### src/rtl/move_arbiter_pkg.sv
// Shared widths, event bit indices, op codes and position helpers for the
// active-brick move arbiter.
package move_arbiter_pkg;

    localparam int EVENT_LEN    = 6;
    localparam int X_LEN        = 4;
    localparam int Y_LEN        = 5;
    localparam int POS_LEN      = X_LEN + Y_LEN;
    localparam int DIR_LEN      = 2;
    localparam int BRICK_LEN    = 3;
    localparam int LOCK_CNT_LEN = 3;

    localparam int EVENT_UP    = 0;
    localparam int EVENT_DOWN  = 1;
    localparam int EVENT_LEFT  = 2;
    localparam int EVENT_RIGHT = 3;
    localparam int EVENT_SPACE = 4;
    localparam int EVENT_FALL  = 5;

    typedef enum logic [2:0] {
        OP_NONE,
        OP_ROT,
        OP_DOWN,
        OP_RIGHT,
        OP_LEFT,
        OP_DROP,
        OP_FALL
    } op_t;

    typedef enum logic [2:0] {
        ST_IDLE,
        ST_CHECK,
        ST_KICK_R,
        ST_KICK_L,
        ST_DONE,
        ST_DONE_REJ,
        ST_PLACE
    } state_t;

    // Position layout is {x, y}.
    function automatic logic [X_LEN-1:0] get_x(input logic [POS_LEN-1:0] pos);
        return pos[POS_LEN-1:Y_LEN];
    endfunction

    function automatic logic [Y_LEN-1:0] get_y(input logic [POS_LEN-1:0] pos);
        return pos[Y_LEN-1:0];
    endfunction

    function automatic logic [POS_LEN-1:0] make_pos(input logic [X_LEN-1:0] x,
                                                    input logic [Y_LEN-1:0] y);
        return {x, y};
    endfunction

endpackage

### src/rtl/move_arbiter_event_pick.sv
// Fixed-priority pick of one pending event: UP > DOWN > RIGHT > LEFT > SPACE > FALL.
module move_arbiter_event_pick
    import move_arbiter_pkg::*;
(
    input  logic [EVENT_LEN-1:0] event_i,
    output op_t                  op_o,
    output logic [EVENT_LEN-1:0] ack_mask_o
);

    // NOTE: every combinational output gets a default first so no latch is inferred.
    always_comb begin
        op_o       = OP_NONE;
        ack_mask_o = '0;
        if (event_i[EVENT_UP]) begin
            op_o                 = OP_ROT;
            ack_mask_o[EVENT_UP] = 1'b1;
        end else if (event_i[EVENT_DOWN]) begin
            op_o                   = OP_DOWN;
            ack_mask_o[EVENT_DOWN] = 1'b1;
        end else if (event_i[EVENT_RIGHT]) begin
            op_o                    = OP_RIGHT;
            ack_mask_o[EVENT_RIGHT] = 1'b1;
        end else if (event_i[EVENT_LEFT]) begin
            op_o                   = OP_LEFT;
            ack_mask_o[EVENT_LEFT] = 1'b1;
        end else if (event_i[EVENT_SPACE]) begin
            op_o                    = OP_DROP;
            ack_mask_o[EVENT_SPACE] = 1'b1;
        end else if (event_i[EVENT_FALL]) begin
            op_o                   = OP_FALL;
            ack_mask_o[EVENT_FALL] = 1'b1;
        end
    end

endmodule

### src/rtl/move_arbiter.sv
// Sequences moves, rotations, falls and drops of the active brick through the
// shared collision checker, with wall-kicks, lock delay and placement handoff.
module move_arbiter
    import move_arbiter_pkg::*;
#(
    parameter int LOCK_FALLS = 2,
    parameter int KICK_EN    = 1
) (
    input  logic                 main_clk,
    input  logic                 rst_1plus,
    input  logic                 enable,
    input  logic [EVENT_LEN-1:0] event_out,
    output logic [EVENT_LEN-1:0] event_received,
    input  logic [POS_LEN-1:0]   cur_pos,
    input  logic [DIR_LEN-1:0]   cur_dir,
    input  logic [BRICK_LEN-1:0] cur_type,
    output logic [POS_LEN-1:0]   try_pos,
    output logic [DIR_LEN-1:0]   try_dir,
    output logic [BRICK_LEN-1:0] try_type,
    input  logic                 is_collided,
    output logic                 commit,
    output logic                 place_req,
    input  logic                 place_ack,
    output logic                 busy
);

    localparam logic [LOCK_CNT_LEN-1:0] LOCK_LIMIT = LOCK_CNT_LEN'(LOCK_FALLS);

    state_t                  state_q, state_d, lock_next;
    op_t                     op_q, op_d, pick_op;
    logic [EVENT_LEN-1:0]    pick_mask, ack_q, ack_d;
    logic [LOCK_CNT_LEN-1:0] lock_cnt_q, lock_cnt_d, lock_inc;
    logic [X_LEN-1:0]        orig_x_q, orig_x_d, cur_x;
    logic [Y_LEN-1:0]        cur_y, try_y;
    logic [POS_LEN-1:0]      try_pos_q, try_pos_d;
    logic [DIR_LEN-1:0]      try_dir_q, try_dir_d;
    logic [BRICK_LEN-1:0]    try_type_q, try_type_d;
    logic                    commit_q, commit_d;
    logic                    place_req_q, busy_q;
    logic                    is_fall;

    move_arbiter_event_pick u_pick (
        .event_i    (event_out),
        .op_o       (pick_op),
        .ack_mask_o (pick_mask)
    );

    assign cur_x     = get_x(cur_pos);
    assign cur_y     = get_y(cur_pos);
    assign try_y     = get_y(try_pos_q);
    assign is_fall   = (op_q == OP_DOWN) || (op_q == OP_FALL);
    // A blocked fall either exhausts the lock delay or is simply rejected.
    assign lock_inc  = lock_cnt_q + 1'b1;
    assign lock_next = (lock_inc >= LOCK_LIMIT) ? ST_PLACE : ST_DONE_REJ;

    always_comb begin
        state_d    = state_q;
        op_d       = op_q;
        lock_cnt_d = lock_cnt_q;
        orig_x_d   = orig_x_q;
        try_pos_d  = try_pos_q;
        try_dir_d  = try_dir_q;
        try_type_d = try_type_q;
        ack_d      = '0;
        commit_d   = 1'b0;

        unique case (state_q)
            ST_IDLE: begin
                if (enable && (pick_op != OP_NONE)) begin
                    ack_d      = pick_mask;
                    op_d       = pick_op;
                    orig_x_d   = cur_x;
                    try_pos_d  = cur_pos;
                    try_dir_d  = cur_dir;
                    try_type_d = cur_type;
                    state_d    = ST_CHECK;
                    unique case (pick_op)
                        OP_ROT:   try_dir_d = cur_dir + 1'b1;
                        OP_RIGHT: try_pos_d = make_pos(cur_x + 1'b1, cur_y);
                        OP_DROP:  state_d   = ST_PLACE;
                        OP_LEFT: begin
                            if (cur_x == '0) state_d = ST_DONE_REJ;
                            else             try_pos_d = make_pos(cur_x - 1'b1, cur_y);
                        end
                        OP_DOWN, OP_FALL: begin
                            // Floor row: counts as a collided fall without probing.
                            if (cur_y == '0) begin
                                lock_cnt_d = lock_inc;
                                state_d    = lock_next;
                            end else begin
                                try_pos_d = make_pos(cur_x, cur_y - 1'b1);
                            end
                        end
                        default: state_d = ST_IDLE;
                    endcase
                end
            end

            ST_CHECK: begin
                if (!is_collided) begin
                    commit_d = 1'b1;
                    state_d  = ST_DONE;
                    if (is_fall) lock_cnt_d = '0;
                end else if ((op_q == OP_ROT) && (KICK_EN != 0)) begin
                    try_pos_d = make_pos(orig_x_q + 1'b1, try_y);
                    state_d   = ST_KICK_R;
                end else if (is_fall) begin
                    lock_cnt_d = lock_inc;
                    state_d    = lock_next;
                end else begin
                    state_d = ST_DONE_REJ;
                end
            end

            ST_KICK_R: begin
                if (!is_collided) begin
                    commit_d = 1'b1;
                    state_d  = ST_DONE;
                end else if (orig_x_q == '0) begin
                    state_d = ST_DONE_REJ;
                end else begin
                    try_pos_d = make_pos(orig_x_q - 1'b1, try_y);
                    state_d   = ST_KICK_L;
                end
            end

            ST_KICK_L: begin
                if (!is_collided) begin
                    commit_d = 1'b1;
                    state_d  = ST_DONE;
                end else begin
                    state_d = ST_DONE_REJ;
                end
            end

            ST_DONE, ST_DONE_REJ: state_d = ST_IDLE;

            ST_PLACE: begin
                if (place_ack) begin
                    lock_cnt_d = '0;
                    state_d    = ST_IDLE;
                end
            end

            default: state_d = ST_IDLE;
        endcase
    end

    // NOTE: sequential state uses non-blocking assignments only.
    always_ff @(posedge main_clk or posedge rst_1plus) begin
        if (rst_1plus) begin
            state_q     <= ST_IDLE;
            op_q        <= OP_NONE;
            lock_cnt_q  <= '0;
            orig_x_q    <= '0;
            try_pos_q   <= '0;
            try_dir_q   <= '0;
            try_type_q  <= '0;
            ack_q       <= '0;
            commit_q    <= 1'b0;
            place_req_q <= 1'b0;
            busy_q      <= 1'b0;
        end else begin
            state_q     <= state_d;
            op_q        <= op_d;
            lock_cnt_q  <= lock_cnt_d;
            orig_x_q    <= orig_x_d;
            try_pos_q   <= try_pos_d;
            try_dir_q   <= try_dir_d;
            try_type_q  <= try_type_d;
            ack_q       <= ack_d;
            commit_q    <= commit_d;
            place_req_q <= (state_d == ST_PLACE);
            busy_q      <= (state_d != ST_IDLE);
        end
    end

    assign event_received = ack_q;
    assign try_pos        = try_pos_q;
    assign try_dir        = try_dir_q;
    assign try_type       = try_type_q;
    assign commit         = commit_q;
    assign place_req      = place_req_q;
    assign busy           = busy_q;

endmodule

### config.mk
export PLATFORM = sky130hd
export DESIGN_NAME = move_arbiter
export DESIGN_NICKNAME = d
export VERILOG_FILES = /design/src/rtl/move_arbiter_pkg.sv /design/src/rtl/move_arbiter_event_pick.sv /design/src/rtl/move_arbiter.sv
export SDC_FILE = /design/constraint.sdc
export NUM_CORES = 1
export LEC_CHECK = 0
export BUFFER_PORTS_ARGS = -buffer_cell sky130_fd_sc_hd__buf_4
export CAP_MARGIN = 5
export CORE_UTILIZATION = 25
export DETAILED_ROUTE_END_ITERATION = 12
export HOLD_SLACK_MARGIN = 0.02
export PLACE_DENSITY = 0.39
export SYNTH_ARGS = -nofsm -noshare
export SYNTH_HDL_FRONTEND = slang
export SYNTH_SLANG_ARGS = --single-unit
### constraint.sdc
create_clock -name main_clk -period 2.5 [get_ports main_clk]
set_input_delay 0.375 -clock main_clk [delete_from_list [all_inputs] [get_ports main_clk]]
set_output_delay 0.375 -clock main_clk [all_outputs]
set_load 0.01 [all_outputs]
* After elaboration in Yosys (flattened, before gate mapping)
Index checks and enable logic that the tools add are counted.
Storage, ports and cells: register bits 36, bits in latches 0, RAM bits 0, ROM bits 0, input bits 25, output and inout bits 23, logic and storage cells 118, memories kept 0
Operators by class: add/sub/neg operators 7, $mul 0, div/mod/pow operators 0, magnitude comparators 1, equal/unequal tests 25, shift operators 0, muxes and demuxes 54, bitwise gates (word level) 2, reductions and logical operators 17
Operator list (number):
- two-way mux 3 bit | 22
- two-way mux 9 bit | 6
- one-hot mux 9 bit (3 select lines) | 2
- equality test 3 bit (second input constant) | 6
- equality test 3 x 2 -> 1 bit (second input constant) | 5
- one-hot mux 3 bit (5 select lines) | 1
- != test 2 bit (second input constant) | 7
- two-way mux 6 bit | 2
- one-hot mux 3 bit (4 select lines) | 1
- nonzero test 3 bit | 4
- two-way mux 1 bit | 11
- two-way mux 2 bit | 5
- two-way mux 5 bit | 2
- equality test 3 x 1 -> 1 bit (second input constant) | 3
- != test 3 bit (second input constant) | 3
- one-hot mux 3 bit (3 select lines) | 1
- adder 4 x 1 -> 4 bit (second input constant) | 2
- zero test 4 bit | 2
- AND reduction 8 bit | 1
- subtractor 4 x 1 -> 4 bit (second input constant) | 2
- AND reduction 6 bit | 1
- zero test 5 bit | 1
- subtractor 5 x 1 -> 5 bit (second input constant) | 1
- two-way mux 4 bit | 1
- 12 further kinds | 14

* Longest topological paths before layout
Gate-level depths: netlist of run 1.
depth after elaboration 12, depth in mapped cells 9, depth with buffers taken out 8

* Cells and area by module
A second synthesis of run 1 with hierarchy kept.
Second synthesis, totals: cells, all modules 254, area, all modules 2234.6 um^2
By module, submodules not included:
- move_arbiter | instances 1, cells each 240, area an instance 2125.8 um^2, sequential area each 900.9 um^2
- move_arbiter_event_pick | instances 1, cells each 14, area an instance 108.9 um^2, sequential area each 0.0 um^2

* Least setup slack after synthesis of run 1
OpenSTA, ideal clock, no wires.
path kind input port to flip-flop, start point input cur_pos[0], end point register lock_cnt_q[0], setup time 0.125 ns, data arrival time 2.116 ns, data required time 2.375 ns, setup slack 0.260 ns, stages on the path 7, buffers on the path 0, cells stage by stage inv_1 ha_1 nor4b_4 o211ai_4 or4b_4 a31oi_4 mux2_2
On the way: word-level cells in the longest chain between the ends 3
Ends and longest elaborated chain:
- start: declaration | RTL line move_arbiter.sv:14 | input logic [POS_LEN-1:0] cur_pos,
- zero test 5 bit | RTL line move_arbiter.sv:87 | if (cur_y == '0) begin
- != test 2 bit (no source line)
- AND reduction 8 bit (no source line)
- end signal: assignment | RTL line move_arbiter.sv:166 | lock_cnt_q <= lock_cnt_d;
- end: declaration | RTL line move_arbiter.sv:32 | logic [LOCK_CNT_LEN-1:0] lock_cnt_q, lock_cnt_d, lock_inc;
No other way between the ends. A chain may end at the register's enable or synchronous reset.

* Final worst setup path of run 1
start point register state_q[2], end point register try_pos_q[8], in the netlist try_pos[8]
On the way: word-level cells in the longest chain between the ends 3, elaborated cells on any way between the ends 11, classes of those cells eq/ne: 7; mux: 1; reduce/logical: 3
Ends and longest elaborated chain:
- start: declaration | RTL line move_arbiter.sv:29 | state_t state_q, state_d, lock_next;
- start signal: assignment | RTL line move_arbiter.sv:164 | state_q <= state_d;
- equality test 3 x 2 -> 1 bit, or another cell as far along | RTL line move_arbiter.sv:67 | unique case (state_q)
- != test 2 bit (no source line) or nonzero test 3 bit (tied branches)
- AND reduction 6 bit (no source line)
- end signal: assignment | RTL line move_arbiter.sv:168 | try_pos_q <= try_pos_d;
- end: declaration | RTL line move_arbiter.sv:35 | logic [POS_LEN-1:0] try_pos_q, try_pos_d;
Parallel ways exist; a longest one is shown, timed or not.

==> results.sh, run 1 <==
export IMPL_worstReg2RegEnd="try_pos[8]"
export IMPL_ys_warn_count=0
export IMPL_antenna_left=0
export IMPL_numCtsBuffers=5
export IMPL_synth_edf_count=0
export IMPL_power_leakage_nw=1.395
export IMPL_rr_worst_depth=8
export IMPL_hp_class="input pin to asynchronous set/reset pin"
export IMPL_total_power_mw=2.785
export IMPL_critPathRequiredTime_ns=2.68
export IMPL_start_util_pct=25.66
export IMPL_end_kind="register"
export IMPL_routabilityCongestion=0.7995
export IMPL_clockBufferDepth=2
export IMPL_stdcell_count=413
export IMPL_grt_overflow_total=0
export IMPL_die_area_sq_um=9290
export IMPL_synth_async_sr_flop_share_pct=100.0
export IMPL_cp_arrival_ns=2.41
export IMPL_hold_buffers=0
export IMPL_rsz0062_at_grt="false"
export IMPL_syn_avg_cell_area_sq_um=9.165
export IMPL_vias=1948
export IMPL_layout_min_cycle_time_ns=2.227
export IMPL_synth_top_flop_cell="dfrtp_1"
export IMPL_drc=0
export IMPL_ys_seq_area_share_pct=40.45
export IMPL_fin_ws_ns=0.2733
export IMPL_final_util_pct=33.35
export IMPL_finalCritPeriodShare_pct=89.07
export IMPL_drive_gt1_share_pct=28.52
export IMPL_drtPass1Iterations=4
export IMPL_dp_slack_ns=0.09996
export IMPL_dp_cells=405
export IMPL_clk_pin_slew_ns=0.08
export IMPL_outcome="completed"
export IMPL_postCtsSetupBuffers=0
export IMPL_ios=48
export IMPL_wl_per_cell_um=14.54
export IMPL_power_density_nw_per_um2=962.5
export IMPL_h_tree_depth=2
export IMPL_cts_sink_count=36
export IMPL_die_w_um=96.39
export IMPL_layout_common_cells="66 x buf_4, 36 x dfrtp_1, 33 x nand2_1"
export IMPL_hold_violations=0
export IMPL_synth_distinct_cells=52
export IMPL_gr_usage_all_layers_pct=14.22
export IMPL_ctsResizeCount=0
export IMPL_fmax_mhz=449.1
export IMPL_rrSetupSlack_ns=0.27
export IMPL_antenna_cells=0
export IMPL_synthesis_nets=277
export IMPL_tritoncts="done"
export IMPL_synth_cells=243
export IMPL_slew_viol_final=0
export IMPL_path_cells="or3b_2, inv_1, ha_1, a21o_1, a21oi_1, xor2_1, mux2i_1, o41ai_1"
export IMPL_multi_input_area_sq_um=1207
export IMPL_viasPerCell=4.717
export IMPL_cap_violations=0
export IMPL_ir_drop_mv=0.3595
export IMPL_holdWs_ns=0.2039
export IMPL_root_buffer="clkbuf_8"
export IMPL_crit_fanout=4
export IMPL_maxSlewHeadroom_pct=60.68
export IMPL_skew_ns=0.004588
export IMPL_crit_slowest_cell="or3b_2"
export IMPL_wirelength_um=6003
export IMPL_max_stage_delay_ns=0.54
export IMPL_die_h_um=96.39
export IMPL_path_class="register to register"
export IMPL_syn2layout_area_growth_pct=29.94
export IMPL_insertion_delay_ns=0.29
export IMPL_nNetsFinal=338
export IMPL_dp_hpwl_um=4582
export IMPL_syn_area_sq_um=2227
export IMPL_fp_coreArea_sq_um=8678
export IMPL_antenna_found_initial=0
export IMPL_drt_iter0_markers=87
export IMPL_final_common_cell="buf_4"
export IMPL_worst_slew_pin_slew_ns=0.5852
export IMPL_nFillCells=946
export IMPL_seq_area_sq_um=900.9
export IMPL_grt_max_degree=37
export IMPL_port_buffers=47
export IMPL_regToRegStartpoint="state_q[2]"
export IMPL_tns_ns=0
export IMPL_ys_ff_latch=36
export IMPL_rows=34
export IMPL_place_area_sq_um=2806
export IMPL_final_area_sq_um=2894
export IMPL_start_kind="register"
export IMPL_grt_first_pass_wirelength_um=9929
export IMPL_setup_viol=0
export IMPL_first_global_vias=1927
[per-layer routing]
metal  vias up  global-route usage, %  share of wire, %
met3         5                  2.817               4.0
li1        975                      -                 -
met2        42                  23.17                46
met5         -                      0                 0
met1       926                  19.56                49
met4         0                  2.941              0.88
[worst max path at each step]
stage / to / cells past startpoint / from / slack [ns]
after global routing: try_pos[8] / 8 / state_q[2] / 0.12
after floorplan: lock_cnt_q[0] / 7 / cur_pos[0] / 0.26
after CTS: try_pos[8] / 8 / state_q[2] / 0.22
after detailed placement: lock_cnt_q[1] / 8 / cur_pos[0] / 0.1
final: try_pos[8] / 8 / state_q[2] / 0.27
after global placement: lock_cnt_q[1] / 8 / cur_pos[0] / 0.13
[cell usage after synthesis (3+ instances only)]
| cell | number | area (sq um) |
|---|---|---|
| dfrtp_1 | 36 | 900.9 |
| nand2_1 | 33 | 123.9 |
| o21ai_0 | 22 | 110.1 |
| inv_1 | 18 | 67.56 |
| nor2_1 | 17 | 63.81 |
| ha_1 | 8 | 100.1 |
| a21oi_1 | 7 | 35.03 |
| clkbuf_1 | 7 | 26.28 |
| mux2i_1 | 6 | 60.06 |
| nor3_1 | 6 | 30.03 |
| nor3b_1 | 6 | 45.04 |
| xnor2_1 | 6 | 52.55 |
| buf_2 | 5 | 25.02 |
| a31oi_1 | 4 | 25.02 |
| nor4_1 | 4 | 25.02 |
| and3_1 | 3 | 18.77 |
| nand3b_1 | 3 | 22.52 |
| o31ai_1 | 3 | 22.52 |
| or3b_2 | 3 | 26.28 |
| xor2_1 | 3 | 26.28 |
[sequential cells by signal, summed over array words and instances (netlist names)]
register and cells:
busy 1, lock_cnt_q 3, place_req 1, commit 1, try_type 3, try_pos 9, try_dir 2, state_q 3
op_q 3, orig_x_q 4, event_received 6
[cells by family (layout without fill, tap and decap cells)]
group / Yosys count / after routing / share of synthesized area [%]
buffers and inverters: 30 / 92 / 5.337
flip-flops: 36 / 36 / 40.45
multiplexers: 8 / 8 / 3.708
XOR/XNOR: 9 / 9 / 3.540
AO/OA/AOI/OAI: 58 / 58 / 18.09
AND/OR/NAND/NOR: 93 / 93 / 23.48
adder cells (fa/ha/maj): 9 / 9 / 5.393
[worst max-delay path: cells and delay by family, from the launching register on]
family	cells	cell delay, ns
simple gates	1	0.54
mux	1	0.10
buf+inv	1	0.11
compound gates	3	0.59
flops	1	0.38
xor+xnor	1	0.19
fa+ha+maj	1	0.23
[final cells by class]
class                   instances  area share (%)
multi-input cells             177           41.72
inverters                      18           2.335
repair buffers                 66           17.12
clock buffers                   5           2.378
clock inverters                 3          0.6485
well taps                     108           4.669
flip-flops and latches         36           31.13
[power by group]
part / switching [mW] / internal [mW] / total [mW]
sequential: 0.141 / 0.811 / 0.953
combinational: 0.723 / 0.690 / 1.41
clock: 0.225 / 0.194 / 0.420
(Power assumes the default switching activity.)
==> inputs of run 2 (changes only) <==
- clock period: 2.5 -> 2.4 ns (I/O delays scaled with it)
==> run 2 against run 1 <==
  * Register-to-register slack worse by 0.09 ns
  * First-iteration DRC count is 15% higher
  * Sequential share of layout area is 0.35 points lower
  * Critical path depth stayed put
  * Maximum frequency rose by 0.48%
  * Design area increased by 1.1%
  * Setup slack got worse by 0.089 ns
  * Sequential cell count did not move
  * Die area unchanged
  * Combinational power increased by 4%
  * Sequential power grew 3.7%
  * Total power is 7.7% higher
  * Largest power group unchanged
==> results.sh, run 2 (synthesized netlist as in run 1, its figures left out) <==
export IMPL_first_global_vias=1867
export IMPL_die_area_sq_um=9290
export IMPL_root_buffer="clkbuf_8"
export IMPL_wirelength_um=6008
export IMPL_antenna_cells=0
export IMPL_cts_sink_count=36
export IMPL_end_kind="register"
export IMPL_crit_fanout=4
export IMPL_final_area_sq_um=2927
export IMPL_vias=1947
export IMPL_outcome="completed"
export IMPL_grt_first_pass_wirelength_um=9915
export IMPL_combinationalPowerShare_pct=49.1
export IMPL_h_tree_depth=2
export IMPL_ir_drop_mv=0.3049
export IMPL_nNetsFinal=339
export IMPL_drtPass1Iterations=4
export IMPL_grt_overflow_total=0
export IMPL_critPathRequiredTime_ns=2.57
export IMPL_antenna_left=0
export IMPL_largest_reg_flops=9
export IMPL_p_switching_mw=1.132
export IMPL_insertion_delay_ns=0.29
export IMPL_path_class="register to register"
export IMPL_rr_worst_depth=8
export IMPL_clockPowerShare_pct=18.0
export IMPL_ios=48
export IMPL_wl_per_cell_um=14.51
export IMPL_finalCritPeriodShare_pct=92.34
export IMPL_fmax_mhz=451.2
export IMPL_final_util_pct=33.72
export IMPL_power_density_nw_per_um2=1026
export IMPL_dp_hpwl_um=4629
export IMPL_cp_arrival_ns=2.38
export IMPL_rows=34
export IMPL_place_area_sq_um=2814
export IMPL_hold_buffers=0
export IMPL_hp_class="input pin to asynchronous set/reset pin"
export IMPL_worstReg2RegEnd="try_pos[8]"
export IMPL_worst_slew_pin_slew_ns=0.5823
export IMPL_rsz0062_at_grt="false"
export IMPL_intPower_mw=1.870
export IMPL_fp_coreArea_sq_um=8678
export IMPL_nFillCells=956
export IMPL_antenna_found_initial=0
export IMPL_tns_ns=0
export IMPL_start_kind="register"
export IMPL_maxSlewHeadroom_pct=60.88
export IMPL_layout_min_cycle_time_ns=2.216
export IMPL_drive_gt1_share_pct=28.76
export IMPL_slew_viol_final=0
export IMPL_numCtsBuffers=5
export IMPL_final_common_cell="buf_4"
export IMPL_start_util_pct=25.66
export IMPL_drt_iter0_markers=100
export IMPL_power_leakage_nw=1.409
export IMPL_seqPwrFrac_pct=32.9
export IMPL_layout_common_cells="67 x buf_4, 36 x dfrtp_1, 33 x nand2_1"
export IMPL_grt_max_degree=37
export IMPL_hold_violations=0
export IMPL_clk_pin_slew_ns=0.07
export IMPL_p_sw_share_pct=37.70
export IMPL_tritoncts="done"
export IMPL_viasPerCell=4.703
export IMPL_die_h_um=96.39
export IMPL_drc=0
export IMPL_syn2layout_area_growth_pct=31.40
export IMPL_regToRegStartpoint="state_q[2]"
export IMPL_port_buffers=47
export IMPL_rrSetupSlack_ns=0.18
export IMPL_cap_violations=0
export IMPL_routabilityCongestion=0.7648
export IMPL_clockBufferDepth=2
export IMPL_gr_usage_all_layers_pct=14.25
export IMPL_skew_ns=0.001653
export IMPL_setup_viol=0
export IMPL_die_w_um=96.39
run 2: cell types whose count changed in the layout (fill, tap and decap cells not counted):
cell       delta
buf_4         +1
bufinv_16     +1
clkbuf_1      +1
clkinv_2      -1
clkinv_4      -1
nor3b_1       -1
nor3b_2       +1
run 2: power by group through the flow:
stage          sequential, mW  clock, mW  combinational [mW]
2_1_floorplan            1.05          0               0.805
3_3_place_gp             1.00          0                1.49
3_5_place_dp             1.00          0                1.48
4_1_cts                 0.994      0.564                1.49
5_1_grt                  1.03      0.579                1.66
6_report                0.988      0.539                1.47
run 2: worst max-delay path by stage:
stage	from	endpoint	slack, ns
final	state_q[2]	try_pos[8]	0.18
after floorplan	state_q[0]	try_pos[8]	0.16
after global routing	state_q[2]	try_pos[8]	0.05
after CTS	state_q[2]	try_pos[8]	0.15
after detailed placement	cur_pos[0]	lock_cnt_q[1]	0.05
after global placement	cur_pos[0]	lock_cnt_q[0]	0.07
run 2: routing by layer:
metal	GRT usage [%]	share of wire, %	vias to the layer above
li1	-	-	983
met1	20.73	50	909
met2	21.22	44	50
met3	3.130	4.6	5
met4	3.676	0.92	0
met5	0	0	-
run 2: cell type report:
class                   count  area, sq um  area share, %
multi-input cells         177         1212          41.43
clock inverters             2        35.03          1.197
repair buffers             67        503.0          17.19
clock buffers               6        72.57          2.480
flip-flops and latches     36        900.9          30.78
well taps                 108        135.1          4.617
inverters                  18        67.56          2.309
run 2: through the flow:
stage,worst slack (ns),hold WS [ns],total power [mW],instances
finish,0.1839,0.1729,3.001,414
global route,0.05247,0.2513,3.265,414
CTS,0.1514,0.2114,3.048,414
detailed placement,0.04995,0.4630,2.485,406
global placement,0.07008,0.4618,2.490,406
floorplan,0.1647,0.4298,1.850,243
run 2: timing repair:
item | CTS | global route
buffers inserted | 0 | 0
endpoints found under the setup margin | 0 | 1
gates resized for setup | 0 | 1
endpoints found under the hold margin | 0 | 0
run 2: worst max-delay path, cell delays in order, from the launching register on:
cell and delay (ns):
dfrtp_1 0.38, or3b_2 0.53, inv_1 0.11, ha_1 0.23, a21o_1 0.18, a21oi_1 0.17
xor2_1 0.19, mux2i_1 0.23, o41ai_1 0.08
==> inputs of run 3 (changes only) <==
- ABC_AREA: unset -> 1
- CORE_MARGIN: unset -> 2
- SETUP_SLACK_MARGIN: unset -> 0.05
==> run 3 against run 2 <==
  * Clock-buffer cell count is 1 lower
  * Via count is 6.4% higher
  * Design area fell by 1.9%
  * Sequential share of layout area increased by 0.59 points
  * Non-clock buffer count shrank 17
  * Critical path depth unchanged
==> results.sh, run 3 <==
export IMPL_outcome="completed"
export IMPL_hp_class="input pin to asynchronous set/reset pin"
export IMPL_worst_slew_pin_slew_ns=0.5099
export IMPL_highest_layer="met4"
export IMPL_clk_pin_slew_ns=0.08
export IMPL_h_tree_depth=2
export IMPL_start_util_pct=25.71
export IMPL_insertion_delay_ns=0.29
export IMPL_regToRegStartpoint="state_q[1]"
export IMPL_ir_drop_mv=0.3873
export IMPL_synth_common_cells="91 x nand2_1, 43 x inv_1, 36 x dfrtp_1, 33 x nor2_1, 19 x nand3_1"
export IMPL_wl_met3_um=248
export IMPL_syn_avg_cell_area_sq_um=7.351
export IMPL_ios=48
export IMPL_drive_gt1_share_pct=21.23
export IMPL_synthesis_nets=339
export IMPL_cp_arrival_ns=2.06
export IMPL_wl_met2_um=2621
export IMPL_layout_min_cycle_time_ns=1.885
export IMPL_antenna_left=0
export IMPL_syn2layout_area_growth_pct=28.07
export IMPL_path_cells="inv_1, nand2_1, nor2_1, inv_1, nor2_4, inv_2, nand2_1, o21ai_1"
export IMPL_crit_family="simple AND/OR/NAND/NOR gates"
export IMPL_syn_area_sq_um=2242
export IMPL_routabilityCongestion=0.7914
export IMPL_rows=34
export IMPL_synth_simple_area_share_pct=30.64
export IMPL_crit_slowest_cell="nor2_4"
export IMPL_first_global_vias=2136
export IMPL_die_w_um=98.70
export IMPL_synth_edf_count=0
export IMPL_synth_distinct_cells=35
export IMPL_dp_slack_ns=0.4040
export IMPL_synthAdderAreaFrac_pct=5.357
export IMPL_power_density_nw_per_um2=1071
export IMPL_dp_cells=458
export IMPL_synth_async_sr_flop_share_pct=100.0
export IMPL_synth_area_top_cells="dfrtp_1 40%, nand2_1 15%, inv_1 7.2%, nor2_1 5.5%, ha_1 4.5%"
export IMPL_synth_most_common_cell="nand2_1"
export IMPL_postCtsSetupBuffers=0
export IMPL_ys_warn_count=0
export IMPL_dp_hpwl_um=4427
export IMPL_skew_ns=0.006565
export IMPL_cts_sink_count=36
export IMPL_gr_usage_all_layers_pct=12.85
export IMPL_rsz0062_at_grt="false"
export IMPL_wl_per_cell_um=12.47
export IMPL_start_kind="register"
export IMPL_clockBufferDepth=2
export IMPL_cp_startpoint="state_q[1]"
export IMPL_vias=2071
export IMPL_yosys_area_share_xor_xnor_pct=3.125
export IMPL_numCtsBuffers=5
export IMPL_wirelength_um=5812
export IMPL_cap_violations=0
export IMPL_setup_viol=0
export IMPL_drtPass1Iterations=4
export IMPL_finalCritPeriodShare_pct=78.54
export IMPL_max_stage_delay_ns=0.43
export IMPL_m1WireLength_um=2858
export IMPL_grt_overflow_total=0
export IMPL_yosysTopAreaCellShare_pct=40.18
export IMPL_antenna_found_initial=0
export IMPL_ys_seq_area_share_pct=40.18
export IMPL_antenna_cells=0
export IMPL_synth_top_flop_cell="dfrtp_1"
export IMPL_synth_compound_area_share_pct=11.22
export IMPL_fin_ws_ns=0.5151
export IMPL_synth_cells=305
export IMPL_hold_buffers=0
export IMPL_stdcell_count=466
export IMPL_port_buffers=47
export IMPL_nFillCells=978
export IMPL_crit_fanout=18
export IMPL_final_common_cell="nand2_1"
export IMPL_fp_coreArea_sq_um=8721
export IMPL_rrSetupSlack_ns=0.52
export IMPL_fmax_mhz=530.5
export IMPL_largest_reg_flops=9
export IMPL_synth_top_family_by_area="simple AND/OR/NAND/NOR gates"
export IMPL_slew_viol_final=0
export IMPL_power_leakage_nw=1.517
export IMPL_critPathRequiredTime_ns=2.58
export IMPL_grt_max_degree=37
export IMPL_drc=0
export IMPL_synth_area_leader_cell="dfrtp_1"
export IMPL_tritoncts="done"
export IMPL_tns_ns=0
export IMPL_maxSlewHeadroom_pct=66.01
export IMPL_die_area_sq_um=9742
export IMPL_ys_ff_latch=36
export IMPL_layout_common_cells="91 x nand2_1, 50 x buf_4, 43 x inv_1"
export IMPL_grt_first_pass_wirelength_um=10190
export IMPL_nNetsFinal=391
export IMPL_end_kind="register"
export IMPL_crit_buf_inv=3
export IMPL_root_buffer="clkbuf_8"
export IMPL_path_class="register to register"
export IMPL_hold_violations=0
export IMPL_ctsResizeCount=0
export IMPL_die_h_um=98.70
export IMPL_synthMuxAreaShare_pct=0
export IMPL_total_power_mw=3.075
export IMPL_drt_iter0_markers=70
export IMPL_viasPerCell=4.444
==> run 3: cell type report <==
type	count	area [sq um]	area share, %
tap	108	135.1	4.706
sequential	36	900.9	31.37
clock buffer	5	68.82	2.397
timing repair buffer	50	375.4	13.07
multi-input combinational	218	1129	39.30
inverter	46	172.7	6.013
clock inverter	3	90.09	3.137
==> run 3: final timing paths <==
check / to / depth (start not counted)
max reg2reg: try_dir[1] / 8
min in group main_clk: commit / 2
max: try_dir[1] / 8
max in group asynchronous: state_q[2] / 3
min: try_dir[1] / 3
min reg2reg: try_type[2] / 2
==> run 3: cell families after synthesis <==
logic type	count (synthesis)
and+or+nand+nor	160
buffers and inverters	51
xor gates and xnor gates	8
adders and majority gates	9
AOI/OAI and AO/OA	41
DFF	36
==> run 3: worst register-to-register path, stage by stage, from the launching register on <==
cell     delay (ns)
dfrtp_1        0.38
inv_1          0.07
nand2_1        0.09
nor2_1         0.22
inv_1          0.13
nor2_4         0.43
inv_2          0.27
nand2_1        0.11
o21ai_1        0.06
==> run 3: routing by layer <==
layer | vias up | global-route usage [%]
met5 | - | 0
met4 | 0 | 3.477
met3 | 8 | 2.624
met2 | 46 | 20.36
met1 | 955 | 17.94
li1 | 1062 | -
==> run 3: report_power, final <==
group          switching (mW)  internal, mW  total [mW]
clock network           0.246         0.520       0.767
registers               0.130         0.837       0.967
logic                   0.807         0.534        1.34
total                    1.18          1.89        3.07
==> run 3: per-stage QoR <==
stage / hold WS (ns) / instance area [sq um] / utilization (%)
2_1_floorplan: 0.4231 / 2242 / -
3_3_place_gp: 0.4634 / 2713 / 31.10
3_5_place_dp: 0.4656 / 2713 / 31.10
4_1_cts: 0.2089 / 2872 / 32.93
5_1_grt: 0.2393 / 2872 / 32.93
6_report: 0.1820 / 2872 / 32.93
